<file path="src/rtl/counter_capture_pkg.sv">
// Shared definitions for the counter_capture block: default parameters,
// entry/level width helpers and the polarity encoding of stored entries.
// Optional feature macro: COUNTER_CAPTURE_BOTH_EDGES_EN (adds a polarity bit).
package counter_capture_pkg;

  localparam int DEFAULT_WIDTH       = 32;
  localparam int DEFAULT_DEPTH       = 4;
  localparam int DEFAULT_SYNC_STAGES = 2;

`ifdef COUNTER_CAPTURE_BOTH_EDGES_EN
  localparam int EDGE_BITS = 1;
`else
  localparam int EDGE_BITS = 0;
`endif

  // Polarity bit stored with each entry when both edges are captured.
  typedef enum logic {
    EDGE_FALL = 1'b0,
    EDGE_RISE = 1'b1
  } edge_pol_e;

  // Stored entry width: the timestamp plus the optional polarity bit.
  function automatic int entry_width(input int width);
    return width + EDGE_BITS;
  endfunction

  // Level must represent 0..depth inclusive.
  function automatic int level_width(input int depth);
    return $clog2(depth) + 1;
  endfunction

endpackage

</file>
<file path="src/rtl/counter_capture_fifo.sv">
// First-word fall-through FIFO used by counter_capture.
// head always shows the oldest entry; a push onto a full FIFO is accepted
// only when a pop happens at the same edge, otherwise it is dropped and
// flagged on drop for that cycle.
module counter_capture_fifo
  import counter_capture_pkg::*;
#(
  parameter int DW    = 8,
  parameter int DEPTH = 4
) (
  input  logic                          clk,
  input  logic                          rst_n,
  input  logic                          push,
  input  logic [DW-1:0]                 push_data,
  input  logic                          pop,
  output logic [DW-1:0]                 head,
  output logic [level_width(DEPTH)-1:0] level,
  output logic                          empty,
  output logic                          drop
);

  localparam int AW = $clog2(DEPTH);
  localparam int LW = level_width(DEPTH);

  logic [DW-1:0] mem [DEPTH];
  logic [AW-1:0] wr_ptr;
  logic [AW-1:0] rd_ptr;
  logic [LW-1:0] count;
  logic          full;
  logic          do_push;
  logic          do_pop;

  assign full    = (count == LW'(DEPTH));
  assign empty   = (count == '0);
  assign do_pop  = pop & ~empty;
  assign do_push = push & (~full | do_pop);
  assign drop    = push & full & ~do_pop;

  assign head  = mem[rd_ptr];
  assign level = count;

  // Pointer and level bookkeeping; pointers wrap naturally since DEPTH is a power of two.
  always_ff @(posedge clk or negedge rst_n) begin
    if (!rst_n) begin
      wr_ptr <= '0;
      rd_ptr <= '0;
      count  <= '0;
    end else begin
      if (do_push) wr_ptr <= wr_ptr + 1'b1;
      if (do_pop)  rd_ptr <= rd_ptr + 1'b1;
      case ({do_push, do_pop})
        2'b10:   count <= count + 1'b1;
        2'b01:   count <= count - 1'b1;
        default: count <= count;
      endcase
    end
  end

  // Entry storage written at the tail.
  // NOTE: storage is reset because head is a visible output that must read 0
  // out of reset; this keeps the array in flops, which suits a handful of entries.
  always_ff @(posedge clk or negedge rst_n) begin
    if (!rst_n) begin
      for (int i = 0; i < DEPTH; i++) mem[i] <= '0;
    end else if (do_push) begin
      mem[wr_ptr] <= push_data;
    end
  end

endmodule

</file>
<file path="src/rtl/counter_capture.sv">
// Timestamp capture: synchronises an asynchronous event, detects its edges
// and writes the current upstream count into a small FWFT FIFO read with
// valid/ready. A sticky overflow flag records dropped captures.
// Optional feature macro: COUNTER_CAPTURE_BOTH_EDGES_EN -- falling edges are
// captured too and each entry carries its polarity on o_edge.
module counter_capture
  import counter_capture_pkg::*;
#(
  parameter int WIDTH       = DEFAULT_WIDTH,
  parameter int DEPTH       = DEFAULT_DEPTH,
  parameter int SYNC_STAGES = DEFAULT_SYNC_STAGES
) (
  input  logic                          i_clk,
  input  logic                          i_reset_n,
  input  logic [WIDTH-1:0]              i_count,
  input  logic                          i_event,
  output logic [WIDTH-1:0]              o_data,
  output logic                          o_valid,
  input  logic                          i_ready,
  output logic [level_width(DEPTH)-1:0] o_level,
  output logic                          o_overflow,
  input  logic                          i_clear_ovf
`ifdef COUNTER_CAPTURE_BOTH_EDGES_EN
  ,
  output logic                          o_edge
`endif
);

  localparam int EW = entry_width(WIDTH);

  logic [SYNC_STAGES-1:0] sync_q;
  logic                   ev_s;
  logic                   ev_d;
  logic                   rise;
  logic                   capture;
  logic [EW-1:0]          wr_data;
  logic [EW-1:0]          head;
  logic                   empty;
  logic                   drop;
  logic                   ovf_q;

  // Synchroniser chain plus edge-history flop; a level already high at reset
  // release looks like a rise because everything starts at 0.
  // NOTE: non-blocking assignments make every stage take its neighbour's
  // pre-edge value, which is what turns this into a shift chain.
  always_ff @(posedge i_clk or negedge i_reset_n) begin
    if (!i_reset_n) begin
      sync_q <= '0;
      ev_d   <= 1'b0;
    end else begin
      sync_q <= {sync_q[SYNC_STAGES-2:0], i_event};
      ev_d   <= ev_s;
    end
  end

  assign ev_s = sync_q[SYNC_STAGES-1];
  assign rise = ev_s & ~ev_d;

`ifdef COUNTER_CAPTURE_BOTH_EDGES_EN
  logic      fall;
  edge_pol_e pol;

  assign fall    = ~ev_s & ev_d;
  assign pol     = rise ? EDGE_RISE : EDGE_FALL;
  assign capture = rise | fall;
  assign wr_data = {pol, i_count};
  assign o_edge  = head[WIDTH];
`else
  assign capture = rise;
  assign wr_data = i_count;
`endif

  counter_capture_fifo #(
    .DW    (EW),
    .DEPTH (DEPTH)
  ) u_fifo (
    .clk       (i_clk),
    .rst_n     (i_reset_n),
    .push      (capture),
    .push_data (wr_data),
    .pop       (i_ready),
    .head      (head),
    .level     (o_level),
    .empty     (empty),
    .drop      (drop)
  );

  // Sticky overflow: a drop sets it and wins over a clear in the same cycle.
  always_ff @(posedge i_clk or negedge i_reset_n) begin
    if (!i_reset_n) begin
      ovf_q <= 1'b0;
    end else if (drop) begin
      ovf_q <= 1'b1;
    end else if (i_clear_ovf) begin
      ovf_q <= 1'b0;
    end
  end

  assign o_overflow = ovf_q;
  assign o_valid    = ~empty;
  assign o_data     = head[WIDTH-1:0];

endmodule

</file>
<file path="config.mk">
export PLATFORM = sky130hd
export DESIGN_NAME = counter_capture
export DESIGN_NICKNAME = d
export VERILOG_FILES = /design/src/rtl/counter_capture_pkg.sv /design/src/rtl/counter_capture_fifo.sv /design/src/rtl/counter_capture.sv
export SDC_FILE = /design/constraint.sdc
export NUM_CORES = 1
export LEC_CHECK = 0
export BUFFER_PORTS_ARGS = -buffer_cell sky130_fd_sc_hd__buf_4
export CAP_MARGIN = 5
export CORE_MARGIN = 4
export CORE_UTILIZATION = 48
export DETAILED_ROUTE_END_ITERATION = 6
export PLACE_DENSITY = 0.68
export RECOVER_POWER = 25
export SYNTH_ARGS = -nofsm -noshare
export SYNTH_HDL_FRONTEND = slang
export SYNTH_SLANG_ARGS = --single-unit
</file>
<file path="constraint.sdc">
create_clock -name i_clk -period 3.1 [get_ports i_clk]
set_clock_uncertainty 0.05 [all_clocks]
set_input_delay 0.62 -clock i_clk [delete_from_list [all_inputs] [get_ports i_clk]]
set_output_delay 0.62 -clock i_clk [all_outputs]
set_load 0.005 [all_outputs]
</file>
==> flow_metrics.py, run 1 <==
metrics = {
    "timing": {
        "hold_violations": 0,
        "rsz0062_at_grt": "no",
        "fin_ws_ns": 0.381,
        "setup_viol": 0,
        "relSlewSlack": -0.270,
        "timing.setup.tns_ns": 0,
        "max_freq_mhz": 368,
        "post-route-period-util": 0.877,
        "final_max_slew_viol_count": 79,
        "worst_slew_pin_slew_ns": 1.90,
        "fin_crit_ns": 2.72,
        "whs_ns": 0.292,
    },
    "hold_path": {
        "worstHoldStart": "i_event",
        "holdPathStages": 1,
        "hold_end": "sync_q[0]",
        "min_path_type": "primary input to flop",
    },
    "critical_path": {
        "reg2reg_slack_ns": 0.94,
        "rr_worst_depth": 9,
        "startpoint_type": "flop",
        "cp.arrival_ns": 2.05,
        "r2r_end": "u_fifo.level[2]",
        "crit_required_ns": 2.43,
        "endpoint_kind": "primary output",
        "r2r_start": "sync_q[1]",
        "critPathKind": "flop to primary output",
        "worstPathMaxFanout": 23,
    },
    "yosys": {
        "yosysSeqAreaShare": 0.576,
        "ys.warnings.count": 0,
        "avgSynthCellArea_sq_um": 17.1,
        "synthesis.area_sq_um": 6040,
        "synth.distinct_cells": 20,
        "synth_seq_cells": 139,
        "syn_nets": 397,
        "syn_inst": 354,
    },
    "cells_and_area": {
        "antenna_cells": 0,
        "n_fill_cell": 934,
        "synthToLayoutAreaGrowth_pct": 24.0,
        "fin_area_sq_um": 7490,
        "finalCoreUtilization": 0.616,
        "nets": 482,
        "drive_gt1_frac": 0.631,
    },
    "detailed_routing": {
        "drt-initial-drc-count": 108,
        "post_drt_wl_per_cell_microns": 19.1,
        "num_vias": 3321,
        "vias_per_cell": 5.36,
        "ant_nets": 0,
        "routed_wl_microns": 11800,
        "dr.pass1.iters": 4,
        "drc": 0,
    },
    "global_routing": {
        "grt-ovfl-total": 0,
        "grt_pass1_vias": 3750,
        "grt_start_max_net_pins": 79,
        "grt_pass1_wl_microns": 19800,
        "grt_usage": 0.182,
        "antenna_found_initial": 0,
    },
    "clock_tree": {
        "post_cts_resized": 0,
        "holdBufCountCts": 0,
        "clock_latency_ns": 0.41,
        "tritoncts": "done",
        "cts-htree-levels": 4,
        "clockBufferDepth": 2,
        "cts_num_sinks": 139,
        "clockRootBuffer": "clkbuf_16",
        "cts_made_buffers": 17,
        "clk_pin_slew_ns": 0.06,
        "cts_setup_buffers": 0,
    },
    "floorplan": {
        "io_pins": 74,
        "core.rowCount": 40,
        "die_area_sq_um": 14400,
        "die_h_microns": 120,
        "initial_utilization": 0.497,
        "design.core.area_sq_um": 12200,
        "die_w_microns": 120,
    },
    "pwr": {
        "ir_worst_vdd_v": 0.000634,
        "p_switching_w": 0.00229,
        "p_leak_nw": 3.26,
        "p_per_area_nw_per_um2": 1130,
        "comb_power_share": 0.365,
        "seqPwrFrac": 0.384,
        "swShare": 0.270,
        "p_int_w": 0.00620,
        "p_clk_frac": 0.250,
    },
    "placed_design": {
        "port_buffers": 73,
        "placed_area_sq_um": 6860,
        "post-place-ws_ns": 0.724,
        "dp_hpwl_microns": 7710,
        "gp_congestion": 0.721,
    },
    "job": {
        "maxCapViolCount": 1,
    },
    "outcome": {
        "status": "finished, violations left",
        "violations": "capacitance limit, slew limit",
    },
}
-- layout make-up --
class | instances | area, sq um | share of cell area
clock buffers | 26 | 529 | 0.0707
clock inverters | 6 | 105 | 0.0140
multi-input cells | 187 | 2460 | 0.329
flip-flops and latches | 139 | 3480 | 0.465
repair buffers | 87 | 676 | 0.0902
well taps | 168 | 210 | 0.0281
inverters | 7 | 26.3 | 0.00351
-- critical path: stages (launching register included) --
cell and delay [ns]:
dfrtp_2 0.63, buf_12 0.29, mux4_2 0.55, buf_4 0.15
-- per-stage QoR --
step	total power [W]	std cells
final	0.00849	620
after global routing	0.00902	620
after CTS	0.00863	620
after detailed placement	0.00645	588
after global placement	0.00631	588
after floorplan	0.00512	354
-- cell usage in the layout, fill, tap and decap left out, types with 4 or more instances in the layout --
cell type	n
mux4_2	32
clkbuf_16	17
nor3b_4	4
clkbuf_8	7
mux2_2	129
buf_4	83
inv_1	7
dfrtp_1	137
ha_1	5
-- power groups by stage --
| stage | registers, W | logic (W) | clock network (W) |
|---|---|---|---|
| 3_3_place_gp | 0.00324 | 0.00306 | 0 |
| 2_1_floorplan | 0.00304 | 0.00208 | 0 |
| 6_report | 0.00326 | 0.00310 | 0.00213 |
| 3_5_place_dp | 0.00329 | 0.00316 | 0 |
| 4_1_cts | 0.00328 | 0.00317 | 0.00218 |
| 5_1_grt | 0.00339 | 0.00337 | 0.00226 |
-- cells in the mapped netlist --
library cell | n | area, sq um
nand2_1 | 1 | 3.75
mux4_2 | 32 | 721
nor4b_4 | 1 | 23.8
or3_1 | 1 | 6.26
o21ai_0 | 1 | 5.00
clkbuf_1 | 6 | 22.5
mux2_2 | 129 | 1450
buf_2 | 15 | 75.1
fa_1 | 1 | 20.0
mux2i_1 | 1 | 10.0
nor2_1 | 2 | 7.51
dfrtp_1 | 139 | 3480
xor2_1 | 3 | 26.3
ha_1 | 5 | 62.6
nor3b_2 | 4 | 50.1
inv_1 | 7 | 26.3
xnor2_1 | 3 | 26.3
o31a_1 | 1 | 8.76
nand3b_1 | 1 | 7.51
nand2b_1 | 1 | 6.26
-- worst max-delay path by stage --
stage	startpoint	endpoint	slack, ns	cells after the start
final	u_fifo.rd_ptr[0]	o_data[12]	0.38	3
after floorplan	i_ready	u_fifo.level[2]	0.80	9
after global placement	i_ready	u_fifo.level[2]	0.76	10
after global routing	u_fifo.rd_ptr[0]	o_data[31]	0.25	3
after CTS	u_fifo.rd_ptr[0]	o_data[31]	0.31	3
after detailed placement	i_ready	u_fifo.level[2]	0.72	10
-- layer usage --
layer  share of wire  GRT usage  wire, microns  vias to the layer above
met5               0          0              0                        -
met4          0.0098     0.0616            116                        0
met3           0.043     0.0599            505                       13
met2            0.52      0.295           6110                       57
met1            0.43      0.231           5110                     1770
li1                -          -              -                     1481
-- state kept, by name, indices dropped and copies added (netlist names) --
| signal | count |
|---|---|
| u_fifo.mem | 128 |
| sync_q | 2 |
| ev_d | 1 |
| u_fifo.level | 3 |
| u_fifo.wr_ptr | 2 |
| u_fifo.rd_ptr | 2 |
| o_overflow | 1 |
-- cell families (layout without fill, tap and decap cells) --
| group | after synthesis | count (layout) | synth area share |
|---|---|---|---|
| adders and majority gates | 6 | 6 | 0.0137 |
| and+or+nand+nor | 11 | 11 | 0.0174 |
| AOI/OAI and AO/OA | 2 | 2 | 0.00228 |
| muxes | 162 | 162 | 0.362 |
| DFF | 139 | 139 | 0.576 |
| xor gates and xnor gates | 6 | 6 | 0.00870 |
| buffers and inverters | 28 | 126 | 0.0205 |
Note: power is estimated with default switching activity, not from simulation.
==> inputs of run 2 (changes only) <==
--- a/config.mk
+++ b/config.mk
@@ -8,9 +8,9 @@
 export BUFFER_PORTS_ARGS = -buffer_cell sky130_fd_sc_hd__buf_4
 export CAP_MARGIN = 5
 export CORE_MARGIN = 4
-export CORE_UTILIZATION = 48
+export CORE_UTILIZATION = 55
 export DETAILED_ROUTE_END_ITERATION = 6
-export PLACE_DENSITY = 0.68
+export PLACE_DENSITY = 0.76
 export RECOVER_POWER = 25
 export SYNTH_ARGS = -nofsm -noshare
 export SYNTH_HDL_FRONTEND = slang
==> run 2 against run 1 <==
Net effect:
- the run still ends with capacitance limit, slew limit left
- largest cell class unchanged
- die area fell by 12%
- clock-buffer cell count down 5
- flip-flop and latch count unchanged
- largest power group unchanged
- highest routed layer unchanged
- critical path depth stayed put
- final cell count shrank 5.0%
- worst hold slack lost 0.12 ns
- register-to-register slack about the same
==> flow_metrics.py, run 2 (synthesis results as in run 1) <==
metrics = {
    "global_routing": {
        "antenna_found_initial": 0,
        "met1_usage": 0.251,
        "grt_pass1_vias": 3862,
        "grt_pass1_wl_microns": 19700,
        "grtUsageMet3": 0.0642,
        "gr-usage-met2": 0.338,
        "grt_usage": 0.202,
        "grt.busiest_layer": "met2",
        "grt_start_max_net_pins": 68,
        "grt-ovfl-total": 0,
    },
    "job": {
        "maxCapViolCount": 1,
    },
    "clock_tree": {
        "tritoncts": "done",
        "clk_pin_slew_ns": 0.06,
        "post_cts_resized": 0,
        "cts-htree-levels": 4,
        "cts_num_sinks": 139,
        "cts_setup_buffers": 0,
        "cts_made_buffers": 17,
        "holdBufCountCts": 0,
        "clockBufferDepth": 2,
        "clock_latency_ns": 0.52,
        "clockRootBuffer": "clkbuf_8",
    },
    "placed_design": {
        "placed_area_sq_um": 6820,
        "dpl.cell_count": 557,
        "dp_hpwl_microns": 7460,
        "port_buffers": 73,
        "gp_congestion": 0.711,
    },
    "outcome": {
        "status": "finished, violations left",
        "violations": "capacitance limit, slew limit",
    },
    "detailed_routing": {
        "ant_nets": 0,
        "vias_per_cell": 5.58,
        "num_vias": 3286,
        "post_drt_wl_per_cell_microns": 19.9,
        "dr.pass1.iters": 4,
        "drt-initial-drc-count": 146,
        "drc": 0,
        "routed_wl_microns": 11700,
    },
    "floorplan": {
        "design.core.area_sq_um": 10500,
        "die_w_microns": 113,
        "die_area_sq_um": 12700,
        "die_h_microns": 113,
        "initial_utilization": 0.575,
        "core.rowCount": 37,
        "io_pins": 74,
    },
    "cells_and_area": {
        "largest-register": "u_fifo.mem",
        "n_fill_cell": 684,
        "instances_no_fill": 589,
        "nets": 483,
        "fin_area_sq_um": 7410,
        "mostFrequentLayoutCells": "138 x dfrtp_1, 129 x mux2_2, 84 x buf_4, 32 x mux4_2, 16 x clkbuf_16",
        "finalCoreUtilization": 0.705,
        "layout_commonest_cell": "dfrtp_1",
        "largest_reg_flops": 128,
        "drive_gt1_frac": 0.631,
        "synthToLayoutAreaGrowth_pct": 22.7,
        "antenna_cells": 0,
    },
    "pwr": {
        "p_leak_nw": 3.22,
        "p_total_w": 0.00838,
        "p_per_area_nw_per_um2": 1130,
        "ir_worst_vdd_v": 0.000703,
    },
    "timing": {
        "rsz0062_at_grt": "no",
        "hold_violations": 0,
        "post-route-period-util": 0.850,
        "worst_slew_pin_slew_ns": 1.64,
        "timing.setup.tns_ns": 0,
        "fin_crit_ns": 2.63,
        "relSlewSlack": -0.0920,
        "final_max_slew_viol_count": 68,
        "setup_viol": 0,
        "max_freq_mhz": 380,
    },
    "critical_path": {
        "worstPathMaxFanout": 18,
        "crit_family": "multiplexers",
        "critPathMaxStageDelay_ns": 0.57,
        "cpMaxStageDelayCell": "mux4_2",
        "critPathKind": "flop to primary output",
        "path_cells": "buf_4 > mux4_2 > buf_4",
        "endpoint_kind": "primary output",
        "cp_num_buf_inv": 2,
        "cp.arrival_ns": 1.96,
        "crit_top_cell": "buf_4",
        "startpoint_type": "flop",
        "crit_required_ns": 2.43,
    },
    "hold_path": {
        "min_path_type": "primary input to flop",
    },
}
## run 2: layer usage
metal,wire (microns),part of all wire
met5,0,0
met4,108,0.0092
met3,542,0.046
met2,6120,0.52
met1,4950,0.42
## run 2: worst paths after layout
kind                                   from                to  slack (ns)  depth (start not counted)
max                        u_fifo.rd_ptr[0]        o_data[25]        0.47                          3
min                                 i_event         sync_q[0]        0.18                          1
max reg2reg                       sync_q[1]   u_fifo.level[2]        0.94                          9
min reg2reg                       sync_q[0]         sync_q[1]        0.31                          0
max in group asynchronous         i_reset_n  u_fifo.wr_ptr[0]        1.14                          2
min in group asynchronous         i_reset_n    u_fifo.mem[16]        0.48                          1
## run 2: report_power, final
part	leakage (nW)	internal (W)	switching [W]
clock network	0.282	0.00128	0.000729
registers	1.67	0.00271	0.000491
logic	1.27	0.00206	0.00109
## run 2: cell type report
cell class / instances / area [sq um] / share of cell area
Timing Repair Buffer: 88 / 668 / 0.0902
Clock inverter: 11 / 143 / 0.0193
Inverter: 7 / 26.3 / 0.00355
Sequential cell: 139 / 3480 / 0.470
Clock buffer: 21 / 459 / 0.0620
Multi-Input combinational cell: 187 / 2460 / 0.332
Tap cell: 136 / 170 / 0.0230
## run 2: through the flow
stage	hold WS [ns]	setup WS (ns)
2_1_floorplan	0.274	0.796
3_3_place_gp	0.282	0.820
3_5_place_dp	0.300	0.761
4_1_cts	0.0414	0.412
5_1_grt	0.152	0.370
6_report	0.177	0.466
==> inputs of run 3 (changes only) <==
--- a/config.mk
+++ b/config.mk
@@ -5,6 +5,7 @@
 export SDC_FILE = /design/constraint.sdc
 export NUM_CORES = 1
 export LEC_CHECK = 0
+export ABC_AREA = 1
 export BUFFER_PORTS_ARGS = -buffer_cell sky130_fd_sc_hd__buf_4
 export CAP_MARGIN = 5
 export CORE_MARGIN = 4
==> constraint.sdc (replaced) <==
create_clock -name i_clk -period 2.6 [get_ports i_clk]
set_clock_uncertainty 0.05 [all_clocks]
set_input_delay 0.52 -clock i_clk [delete_from_list [all_inputs] [get_ports i_clk]]
set_output_delay 0.52 -clock i_clk [all_outputs]
set_load 0.005 [all_outputs]
==> run 3 against run 2 <==
Net effect:
- the run now ends clean
- core utilization is 5.3 points lower
- routed wire length grew 59%
- register-to-register slack got worse by 0.41 ns
- die area grew 10%
- global-route usage increased by 7.0 points
- combinational power is 37% higher
- synthesized area grew 11%
- critical path type unchanged
==> flow_metrics.py, run 3 <==
metrics = {
    "yosys": {
        "synth.distinct_cells": 22,
        "syn_inst": 809,
        "synth_area_leaders": "dfrtp_1 52%, nand2_1 15%, nand4_1 12%",
        "synth_seq_cells": 139,
        "avgSynthCellArea_sq_um": 8.28,
        "yosysSeqAreaShare": 0.520,
        "synth.top_cell.area_share": 0.520,
        "yosysTopAreaCell": "dfrtp_1",
        "synthTopCellsByCount": "267 x nand2_1, 139 x dfrtp_1, 128 x nand4_1",
        "synthesis.area_sq_um": 6700,
        "yosys_most_used_dff": "dfrtp_1",
        "synthArstFlopShare": 1.00,
        "ys.warnings.count": 0,
        "synth.most_common_cell": "nand2_1",
        "syn_nets": 852,
        "synth-edff-count": 0,
    },
    "timing": {
        "relSlewSlack": 0.312,
        "setup_viol": 0,
        "fin_crit_ns": 2.50,
        "final_max_slew_viol_count": 0,
        "timing.setup.tns_ns": 0,
        "hold_violations": 0,
        "max_freq_mhz": 401,
        "post-route-period-util": 0.960,
        "worst_slew_pin_slew_ns": 1.03,
        "fin_ws_ns": 0.104,
        "rsz0062_at_grt": "no",
    },
    "clock_tree": {
        "cts-htree-levels": 4,
        "clk_pin_slew_ns": 0.06,
        "cts_num_sinks": 139,
        "tritoncts": "done",
        "clock_latency_ns": 0.42,
        "cts_made_buffers": 17,
        "cts_setup_buffers": 0,
        "clockBufferDepth": 2,
        "clockRootBuffer": "clkbuf_16",
    },
    "cells_and_area": {
        "mostFrequentLayoutCells": "267 x nand2_1, 138 x dfrtp_1, 128 x nand4_1, 84 x buf_4, 67 x o21ai_0",
        "largest_reg_flops": 128,
        "largest-register": "u_fifo.mem",
        "finalCoreUtilization": 0.652,
        "layout_commonest_cell": "nand2_1",
        "n_fill_cell": 976,
        "synthToLayoutAreaGrowth_pct": 16.5,
        "drive_gt1_frac": 0.149,
        "nets": 885,
        "antenna_cells": 0,
    },
    "placed_design": {
        "gp_congestion": 0.776,
        "post-place-ws_ns": 0.484,
        "port_buffers": 73,
        "dp_hpwl_microns": 10000,
    },
    "critical_path": {
        "worstPathMaxFanout": 26,
        "startpoint_type": "flop",
        "crit_required_ns": 2.03,
        "endpoint_kind": "primary output",
        "cp.arrival_ns": 1.93,
        "critPathKind": "flop to primary output",
    },
    "pwr": {
        "ir_worst_vdd_v": 0.000856,
        "p_clk_frac": 0.223,
        "p_switching_w": 0.00406,
        "comb_power_share": 0.417,
        "p_leak_nw": 3.94,
        "seqPwrFrac": 0.360,
        "swShare": 0.391,
        "p_per_area_nw_per_um2": 1330,
        "p_int_w": 0.00631,
    },
    "floorplan": {
        "die_w_microns": 118,
        "die_area_sq_um": 14000,
        "design.core.area_sq_um": 12000,
        "io_pins": 74,
        "initial_utilization": 0.560,
        "core.rowCount": 40,
        "die_h_microns": 118,
    },
    "outcome": {
        "status": "completed",
    },
    "detailed_routing": {
        "vias_per_cell": 6.20,
        "post_drt_wl_per_cell_microns": 18.6,
        "ant_nets": 0,
        "num_vias": 6205,
        "drt-initial-drc-count": 777,
        "dr.pass1.iters": 6,
        "routed_wl_microns": 18600,
        "drc": 0,
    },
    "global_routing": {
        "grt_pass1_vias": 6090,
        "grt-ovfl-total": 0,
        "antenna_found_initial": 0,
        "grt_start_max_net_pins": 131,
        "grt_usage": 0.273,
        "grt_pass1_wl_microns": 30700,
    },
    "hold_path": {
        "min_path_type": "primary input to flop",
    },
    "job": {
        "maxCapViolCount": 0,
    },
}
==> run 3: cell types whose count changed in the layout (fill, tap and decap cells not counted), sizes merged, moves of 8 or more <==
cell	change
nand2	+267
o21ai	+66
mux4	-32
mux2	-129
o22ai	+32
nor2	+65
nand3	+8
nand4	+128
==> run 3: worst paths after layout <==
kind	slack (ns)	cells after the start	startpoint	to
worst max-delay path	0.10	4	u_fifo.rd_ptr[0]	o_data[0]
worst min-delay path	0.18	1	i_event	sync_q[0]
worst max register to register	0.53	9	u_fifo.level[1]	u_fifo.level[2]
worst min register to register	0.30	0	sync_q[0]	sync_q[1]
max in group asynchronous	0.53	3	i_reset_n	u_fifo.rd_ptr[0]
min in group asynchronous	0.50	2	i_reset_n	u_fifo.mem[22]
==> run 3: timing repair <==
item,4_1_cts,5_1_grt
hold endpoints to repair,32,0
resized for setup,0,1
hold buffers,1,0
endpoints found under the setup margin,0,3
==> run 3: worst max-delay path: stages, from the launching register on <==
cell     delay [ns]
dfrtp_4        0.56
buf_4          0.34
o21ai_0        0.13
o22ai_1        0.29
buf_4          0.17
==> run 3: cells by family after synthesis <==
logic type / Yosys count / share of synthesized area
AOI/OAI and AO/OA: 99 / 0.0800
xor gates and xnor gates: 4 / 0.00523
adders and majority gates: 6 / 0.0123
buffers and inverters: 90 / 0.0635
DFF: 139 / 0.520
and+or+nand+nor: 471 / 0.319
==> run 3: power by group through the flow <==
stage | Clock [W] | Combinational (W) | Sequential, W
detailed placement | 0 | 0.00429 | 0.00373
floorplan | 0 | 0.00265 | 0.00356
global route | 0.00244 | 0.00481 | 0.00385
finish | 0.00232 | 0.00432 | 0.00373
CTS | 0.00234 | 0.00433 | 0.00371
global placement | 0 | 0.00415 | 0.00369
==> run 3: layer usage <==
metal	wire length [microns]	vias to the layer above	global-route usage	share of wire
met5	0	-	0	0
met2	9270	322	0.434	0.50
met1	7540	3020	0.366	0.40
met4	330	0	0.106	0.018
met3	1500	31	0.0608	0.081
li1	-	2832	-	-
==> run 3: final cells by class <==
cell class                      count  area, sq um  share of cell area
Timing Repair Buffer               91          727              0.0932
Multi-Input combinational cell    580         2790               0.358
Inverter                           13         48.8             0.00626
Sequential cell                   139         3480               0.446
Clock inverter                      6         62.6             0.00802
Clock buffer                       25          505              0.0648
Tap cell                          147          184              0.0236
==> run 3: per-stage QoR <==
step                      cell area (sq um)  hold WS, ns  instances  power, W
final                                  7800        0.179       1001    0.0104
after global placement                 7230        0.286        969   0.00784
after CTS                              7810        0.140       1001    0.0104
after floorplan                        6700        0.174        809   0.00620
after global routing                   7800        0.168       1001    0.0111
after detailed placement               7230        0.287        969   0.00801
